===== config.mk =====
export PLATFORM = sky130hd
export DESIGN_NAME = fifo_bit_deserializer
export DESIGN_NICKNAME = d
export VERILOG_FILES = /design/src/rtl/fifo_bit_deserializer.sv
export SDC_FILE = /design/constraint.sdc
export NUM_CORES = 1
export LEC_CHECK = 0
export CAP_MARGIN = 5
export CORE_MARGIN = 1
export CORE_UTILIZATION = 40
export DETAILED_ROUTE_END_ITERATION = 8
export HOLD_SLACK_MARGIN = 0.12
export PLACE_DENSITY = 0.75
export REMOVE_ABC_BUFFERS = 1
export SLEW_MARGIN = 20
export SYNTH_ARGS = -nofsm -noshare
export SYNTH_HDL_FRONTEND = slang
export SYNTH_SLANG_ARGS = --single-unit

===== constraint.sdc =====
create_clock -name r_clk -period 2.44 [get_ports r_clk]
set_input_delay 0.488 -clock r_clk [delete_from_list [all_inputs] [get_ports r_clk]]
set_output_delay 0.488 -clock r_clk [all_outputs]
set_load 0.02 [all_outputs]

===== src/rtl/fifo_bit_deserializer.sv =====
// Read-side consumer of the single-bit async FIFO: pulls bits, assembles WIDTH-bit words and
// presents them on a valid/ready port with one word of output buffering.
module fifo_bit_deserializer #(
   parameter int WIDTH     = 8,
   parameter bit MSB_FIRST = 1'b1,
   parameter int CNT_W     = 16
) (
   input  logic                         r_clk,
   input  logic                         rst,
   input  logic                         empty,
   input  logic                         dataout,
   output logic                         r_en,
   output logic [WIDTH-1:0]             word_out,
   output logic                         word_valid,
   input  logic                         word_ready,
   output logic [$clog2(WIDTH+1)-1:0]   fill_level,
   output logic [CNT_W-1:0]             word_count
);

   localparam int FW = $clog2(WIDTH + 1);
   localparam logic [FW-1:0] FULL = FW'(WIDTH);

   logic [FW-1:0]    req_cnt;
   logic             rd_pend;
   logic [WIDTH-1:0] sh;
   logic [WIDTH-1:0] sh_next;
   logic             transfer;
   logic             handshake;

   // Only issue a read when the bit is guaranteed a slot in the current word.
   assign r_en      = !rst && !empty && (req_cnt < FULL);
   assign transfer  = (fill_level == FULL) && (!word_valid || word_ready);
   assign handshake = word_valid && word_ready;

   generate
      if (MSB_FIRST) begin : g_msb
         assign sh_next = {sh[WIDTH-2:0], dataout};
      end else begin : g_lsb
         assign sh_next = {dataout, sh[WIDTH-1:1]};
      end
   endgenerate

   always_ff @(posedge r_clk or posedge rst) begin
      if (rst) begin
         req_cnt    <= '0;
         rd_pend    <= 1'b0;
         sh         <= '0;
         fill_level <= '0;
         word_out   <= '0;
         word_valid <= 1'b0;
         word_count <= '0;
      end else begin
         rd_pend <= r_en;

         // r_en and transfer are mutually exclusive: transfer needs req_cnt == WIDTH.
         if (transfer) begin
            req_cnt <= '0;
         end else if (r_en) begin
            req_cnt <= req_cnt + FW'(1);
         end

         if (rd_pend) begin
            sh         <= sh_next;
            fill_level <= fill_level + FW'(1);
         end else if (transfer) begin
            fill_level <= '0;
         end

         if (transfer) begin
            word_out   <= sh;
            word_valid <= 1'b1;
         end else if (handshake) begin
            word_valid <= 1'b0;
         end

         if (handshake) begin
            word_count <= word_count + CNT_W'(1);
         end
      end
   end

endmodule


==> summary.md, run 1 <==
| Metric | Value |
|---|---|
| Crit path time final | 2290 ps |
| MaxCap Viol Count | 0 |
| # nets final | roughly 190 |
| CTS Hold Bufs | 0 |
| Yosys warns | 0 |
| Worst setup SP type | primary input |
| Critical Path AT | between 1500 and 2000 ps |
| Drt total wl | 3010 um |
| # fillers | about 340 |
| CTS tree | yes |
| Critical Path RT | 1950 ps |
| Row count | 23 |
| Register Area | 0.00105 mm2 |
| H-tree levels | 2 |
| Peak Freq | 0.436 GHz |
| Final slew viol count | 0 |
| Vias post-DR | 1145 |
| DR vias/cell | 5.00 |
| GRT overflow | 0 |
| Status | finished, final reports clean |
| RSZ-0062 raised after global routing | false |
| Routed len/inst | 13.2 um |
| Mapped cell area | 0.00176 mm2 |
| Synth unique cells | 25 |
| Max_slew headroom | 0.660 |
| Die Y | around 68 um |
| Crit end category | output pin |
| DRT iter0 DRCs | 53 |
| Crit path max fanout | 2 |
| Worst hold path class | reg -> reg |
| Initial antenna violation count | 0 |
| Area growth syn-to-layout | 29.8% |
| Residual DRC | 0 |
| Die W | 68.3 um |
| Met1 GRT Util | 0.168 |
| Leakage power | roughly 1.0 nW |
| Mean Syn Cell Area | around 13 um2 |
| Syn Inst Count | between 100 and 150 |
| Peak VDD IR | roughly 0.00060 V |
| All-Layer GR Usage | 0.150 |
| Die area | 0.00467 mm2 |
| CP Class | in -> out |
| Clk Latency, worst-skew pair | between 200 and 300 ps |
| Clk_skew | around 8 ps |
| GR Layer Usage met3 | 0.0400 |
| Largest net degree at the start of global routing | 43 |
| Post-CTS setup buffers | 0 |
| Synthesis-stage register bit count | 42 |
| Diode count | 0 |
| First-pass DRT Iterations | 2 |
| Grt met2 use | 0.266 |
| Clk sinks | 42 |
| Setup TNS | 0 ps |
| Bufs on Longest Clock Path | 2 |
| Core Util, Final | 0.555 |
| Measured slew at the worst slew-check pin | 511 ps |
| Period utilisation layout | 0.940 |
| Most common cell after layout, fill and taps aside | dfrtp_1 |
| First-pass GRT wire length | 5130 um |
| # resized after CTS | 0 |
| Share of layout cells above drive strength 1 | 0.168 |
| Routed Antenna Nets | 0 |
| P per Cell Area | 1070 mW/mm2 |
| Gpl congestion | about 0.75 |
| # setup viols final | 0 |
| Num CTS Buffers | 5 |
| Sequential-to-total area share from yosys stat | 0.597 |
| GRT busiest layer | met2 |
| DP Wirelength | 2170 um |
| Initial core utilization | 0.427 |
| Placed instance count | 222 |
| # IOs | 35 |
| Area of the multi-input gates | roughly 670 um2 |
| Clock root buffer | clkbuf_8 |
| Clock-pin slew on the worst setup and hold paths | 70 ps |
| Most frequent cells in the layout | dfrtp_1 (42), clkdlybuf4s50_1 (34), mux2_2 (17), xnor2_1 (12), nor2_1 (10) |
| Core Footprint | 0.00412 mm2 |
| Fin. Hold Viols | 0 |
| Port-buffer cells | 34 |
| Number of global-route vias before repair | roughly 1100 |
| Final Power | approximately 2.4 mW |
| Non-Filler Instances | between 200 and 250 |
==> worst max-delay path: stages <==
cell	delay, ps
clkdlybuf4s50_1	420
nor3_1	250
clkdlybuf4s50_1	650
==> synthesized netlist by cell type <==
master	count	area [um2]
xnor2_1	12	105
nand3_1	8	40.0
nor4_4	1	21.3
nand2_1	9	33.8
nand2b_1	1	6.26
nand4_2	1	12.5
buf_2	2	10.0
nor3_1	3	15.0
inv_1	7	26.3
ha_1	4	50.1
xor2_1	7	61.3
nand3b_1	1	7.51
a41oi_1	1	8.76
and3_1	1	6.26
a21oi_2	1	8.76
and4_1	1	8.76
o31ai_1	1	7.51
dfrtp_1	42	1050
nand4_1	3	18.8
o21ai_0	2	10.0
a21o_1	1	7.51
mux2i_1	1	10.0
nor2_1	10	37.5
clkbuf_1	1	3.75
mux2_2	17	191
==> state kept, by name (all words and copies together) (netlist names) <==
register	count
word_out	8
word_count	16
rd_pend	1
sh	8
req_cnt	4
fill_level	4
word_valid	1
==> path summary, 6_finish.rpt <==
check	cells after the start	to	slack, ps	startpoint
max reg2reg	6	word_out[5]	840	fill_level[0]
max in group asynchronous	3	sh[6]	1400	rst
min in group asynchronous	3	req_cnt[0]	680	rst
max	3	r_en	150	empty
min reg2reg	1	word_count[15]	480	word_count[15]
min	1	word_count[15]	480	word_count[15]
==> layout make-up <==
class	count	area share
Clock inverter	1	0.0132
Inverter	7	0.0115
Timing Repair Buffer	37	0.159
Clock buffer	6	0.0362
Tap cell	50	0.0274
Sequential cell	42	0.460
Multi-Input combinational cell	86	0.293
==> power breakdown <==
group / internal [mW] / switching, mW / total (mW)
registers: 0.918 / 0.190 / 1.11
clock network: 0.327 / 0.212 / 0.539
logic: 0.432 / 0.356 / 0.788
total: 1.68 / 0.758 / 2.44
==> kinds of logic (layout without fill, tap and decap cells) <==
| family | after synthesis | in the layout | share of synthesized area |
|---|---|---|---|
| xor gates and xnor gates | 19 | 19 | 0.0946 |
| buffers and inverters | 10 | 51 | 0.0228 |
| DFF | 42 | 42 | 0.597 |
| muxes | 18 | 18 | 0.115 |
| adders and majority gates | 4 | 4 | 0.0285 |
| AOI/OAI and AO/OA | 6 | 6 | 0.0242 |
| and+or+nand+nor | 39 | 39 | 0.118 |
==> through the flow <==
stage / instance area [um2] / worst slack, ps / hold slack, ps
after floorplan: 1750 / 699 / 468
after global placement: 2170 / 180 / 462
after detailed placement: 2170 / 142 / 473
after CTS: 2280 / 124 / 483
after global routing: 2280 / 89.2 / 499
final: 2280 / 146 / 482
==> per-layer routing <==
layer  vias to the layer above  share of wire
met4                         0          0.012
li1                        547              -
met5                         -              0
met2                        27           0.51
met3                         5          0.039
met1                       566           0.44
(Power assumes the default switching activity.)
==> run 2, diff against run 1 <==
- clock period: 2.44 -> 2.2 ns (I/O delays scaled with it)
==> summary.md, run 2 (synthesis gave the netlist of run 1 again) <==
| Metric | Value |
|---|---|
| # IOs | 35 (unchanged) |
| Largest net degree at the start of global routing | 43 (unchanged) |
| RSZ-0062 raised after global routing | false (unchanged) |
| Clock-pin slew on the worst setup and hold paths | 70 ps (about the same) |
| All-Layer GR Usage | 0.147 (was 0.150) |
| DRT iter0 DRCs | 53 (unchanged) |
| Die Y | 68.3 um (unchanged) |
| Critical Path AT | 1460 ps (was 1810 ps) |
| Final slew viol count | 0 (unchanged) |
| Most common cell after layout, fill and taps aside | dfrtp_1 (unchanged) |
| Clock root buffer | clkbuf_8 (unchanged) |
| Post-CTS setup buffers | 0 (unchanged) |
| First-pass DRT Iterations | 4 (was 2) |
| Core Util, Final | 0.549 (was 0.555) |
| Leakage power | 1.03 nW (was 1.04 nW) |
| Die W | 68.3 um (unchanged) |
| CTS Hold Bufs | 0 (unchanged) |
| First-pass GRT wire length | 5040 um (was 5130 um) |
| Clock power frac | 0.189 (was 0.221) |
| Switching power | 0.831 mW (was 0.758 mW) |
| Comb pwr share | 0.338 (was 0.324) |
| Setup TNS | 0 ps (unchanged) |
| DR vias/cell | 4.93 (was 5.00) |
| Worst R2R Start | fill_level[0] (unchanged) |
| # nets final | 188 (unchanged) |
| Non-Filler Instances | 230 (was 229) |
| Vias post-DR | 1133 (was 1145) |
| Largest registers | word_count x16, sh x8, word_out x8 (unchanged) |
| Clk Latency, worst-skew pair | 280 ps (was 290 ps) |
| Worst r2r path cells | 6 (unchanged) |
| Bufs on Longest Clock Path | 2 (unchanged) |
| Crit path max fanout | 2 (unchanged) |
| MaxCap Viol Count | 0 (unchanged) |
| Max_slew headroom | 0.662 (was 0.660) |
| Critical Path, Cell by Cell | clkdlybuf4s50_1, nor3_1, dlygate4sd2_1 (was clkdlybuf4s50_1, nor3_1, clkdlybuf4s50_1) |
| Critical Path RT | 1760 ps (was 1950 ps) |
| # fillers | 342 (was 344) |
| Period utilisation layout | 0.864 |
| Port-buffer cells | 34 (unchanged) |
| GRT overflow | 0 (unchanged) |
| Row count | 23 (unchanged) |
| P per Cell Area | 1140 mW/mm2 (was 1070 mW/mm2) |
| Residual DRC | 0 (unchanged) |
| CP Class | in -> out (unchanged) |
| Peak VDD IR | 0.000657 V (was 0.000598 V) |
| Worst setup SP type | primary input (unchanged) |
| Placed instance count | 222 (unchanged) |
| Clk sinks | 42 (unchanged) |
| Area growth syn-to-layout | 28.5% (was 29.8%) |
| Peak Freq | 0.526 GHz |
| Register Area | 0.00105 mm2 (unchanged) |
| Die area | 0.00467 mm2 (unchanged) |
| Max reg flops | 16 (unchanged) |
| HP Start | word_count[15] (unchanged) |
| Number of global-route vias before repair | 1175 (was 1145) |
| Most flop-heavy register | word_count (unchanged) |
| Switch share | 0.322 (was 0.311) |
| CTS tree | yes (unchanged) |
| Area after DPL | 0.00217 mm2 (unchanged) |
| Routed len/inst | 12.4 um (was 13.2 um) |
| Crit path max-delay family | buffers and inverters (unchanged) |
| Diode count | 0 (unchanged) |
| Hold endpoint | word_count[15] (unchanged) |
| Crit path time final | 1900 ps |
| DP Wirelength | 2050 um (was 2170 um) |
| Worst path buffer plus inverter count | 2 (unchanged) |
| Most frequent cells in the layout | dfrtp_1 (42), clkdlybuf4s50_1 (33), mux2_2 (17), xnor2_1 (12), nor2_1 (10) (was dfrtp_1 (42), clkdlybuf4s50_1 (34), mux2_2 (17), xnor2_1 (12), nor2_1 (10)) |
| Initial core utilization | 0.427 (unchanged) |
| Sequential power share | 0.473 (was 0.455) |
| Area of the multi-input gates | 668 um2 (unchanged) |
| Internal | 1.75 mW (was 1.68 mW) |
| Design area | 0.00226 mm2 (was 0.00228 mm2) |
| Hold path depth | 1 (unchanged) |
| Drt total wl | 2840 um (was 3010 um) |
| H-tree levels | 2 (unchanged) |
| Routed Antenna Nets | 0 (unchanged) |
| RR Endpoint | word_out[2] (was word_out[5]) |
| Fin. Hold Viols | 0 (unchanged) |
| Crit end category | output pin (unchanged) |
| # setup viols final | 0 (unchanged) |
| Minimum hold slack | 468 ps (was 482 ps) |
| Num CTS Buffers | 5 (unchanged) |
| Gpl congestion | 0.761 (was 0.753) |
| Crit path max-delay cell type | clkdlybuf4s50_1 (unchanged) |
| Measured slew at the worst slew-check pin | 507 ps (was 511 ps) |
| Share of layout cells above drive strength 1 | 0.167 (was 0.168) |
| Core Footprint | 0.00412 mm2 (unchanged) |
| Clk_skew | 4.01 ps (was 8.11 ps) |
| Largest stage delay on the critical path | 430 ps (was 650 ps) |
| Worst hold path class | reg -> reg (unchanged) |
| Status | finished, final reports clean (unchanged) |
| R2R Setup Slk | 600 ps (was 840 ps) |
| Initial antenna violation count | 0 (unchanged) |
run 2: cell count changes in the layout (fill, tap and decap cells not counted), sizes merged:
cell	previous run	this run
bufinv	1	0
dlygate4sd2	0	1
clkdlybuf4s50	34	33
clkbuf	6	7
clkinv	0	1
run 2: metrics by stage:
step / power, mW / setup slack [ps]
after floorplan: 1.72 / 459
after global placement: 2.07 / 42.5
after detailed placement: 2.12 / 15.7
after CTS: 2.63 / 292
after global routing: 2.76 / 267
final: 2.58 / 299
run 2: power by group through the flow:
stage	logic [mW]	registers, mW	clock network (mW)
floorplan	0.359	1.36	0
global placement	0.848	1.23	0
detailed placement	0.885	1.24	0
CTS	0.886	1.23	0.514
global route	0.953	1.26	0.546
finish	0.871	1.22	0.488
run 2: area by class of cell:
type                            count  area share
Clock buffer                        7      0.0382
Clock inverter                      1     0.00221
Inverter                            7      0.0116
Multi-Input combinational cell     86       0.296
Sequential cell                    42       0.465
Tap cell                           50      0.0277
Timing Repair Buffer               37       0.160
run 2: worst reg2reg max path, stage by stage (launching register included):
cell,delay [ps]
dfrtp_1,410
inv_1,110
ha_1,160
nand3b_1,110
a21oi_2,120
buf_4,220
mux2_2,360
run 2: what timing repair did:
action / in CTS / in global routing
setup endpoints to repair: 1 / 0
endpoints found under the hold margin: 0 / 0
resized for setup: 1 / 0
run 2: how the worst max path moves through the flow:
stage,startpoint,to,slack (ps),cells past startpoint
finish,empty,r_en,300,3
global route,empty,r_en,270,3
CTS,empty,r_en,290,3
detailed placement,empty,r_en,20,3
global placement,empty,r_en,40,3
floorplan,fill_level[0],word_out[0],460,5
run 2: per-layer routing:
metal	track usage	up-vias	wire [um]
met5	0	-	0
met4	0.0547	0	34
met3	0.0400	5	120
met2	0.257	27	1380
met1	0.169	553	1300
li1	-	548	-
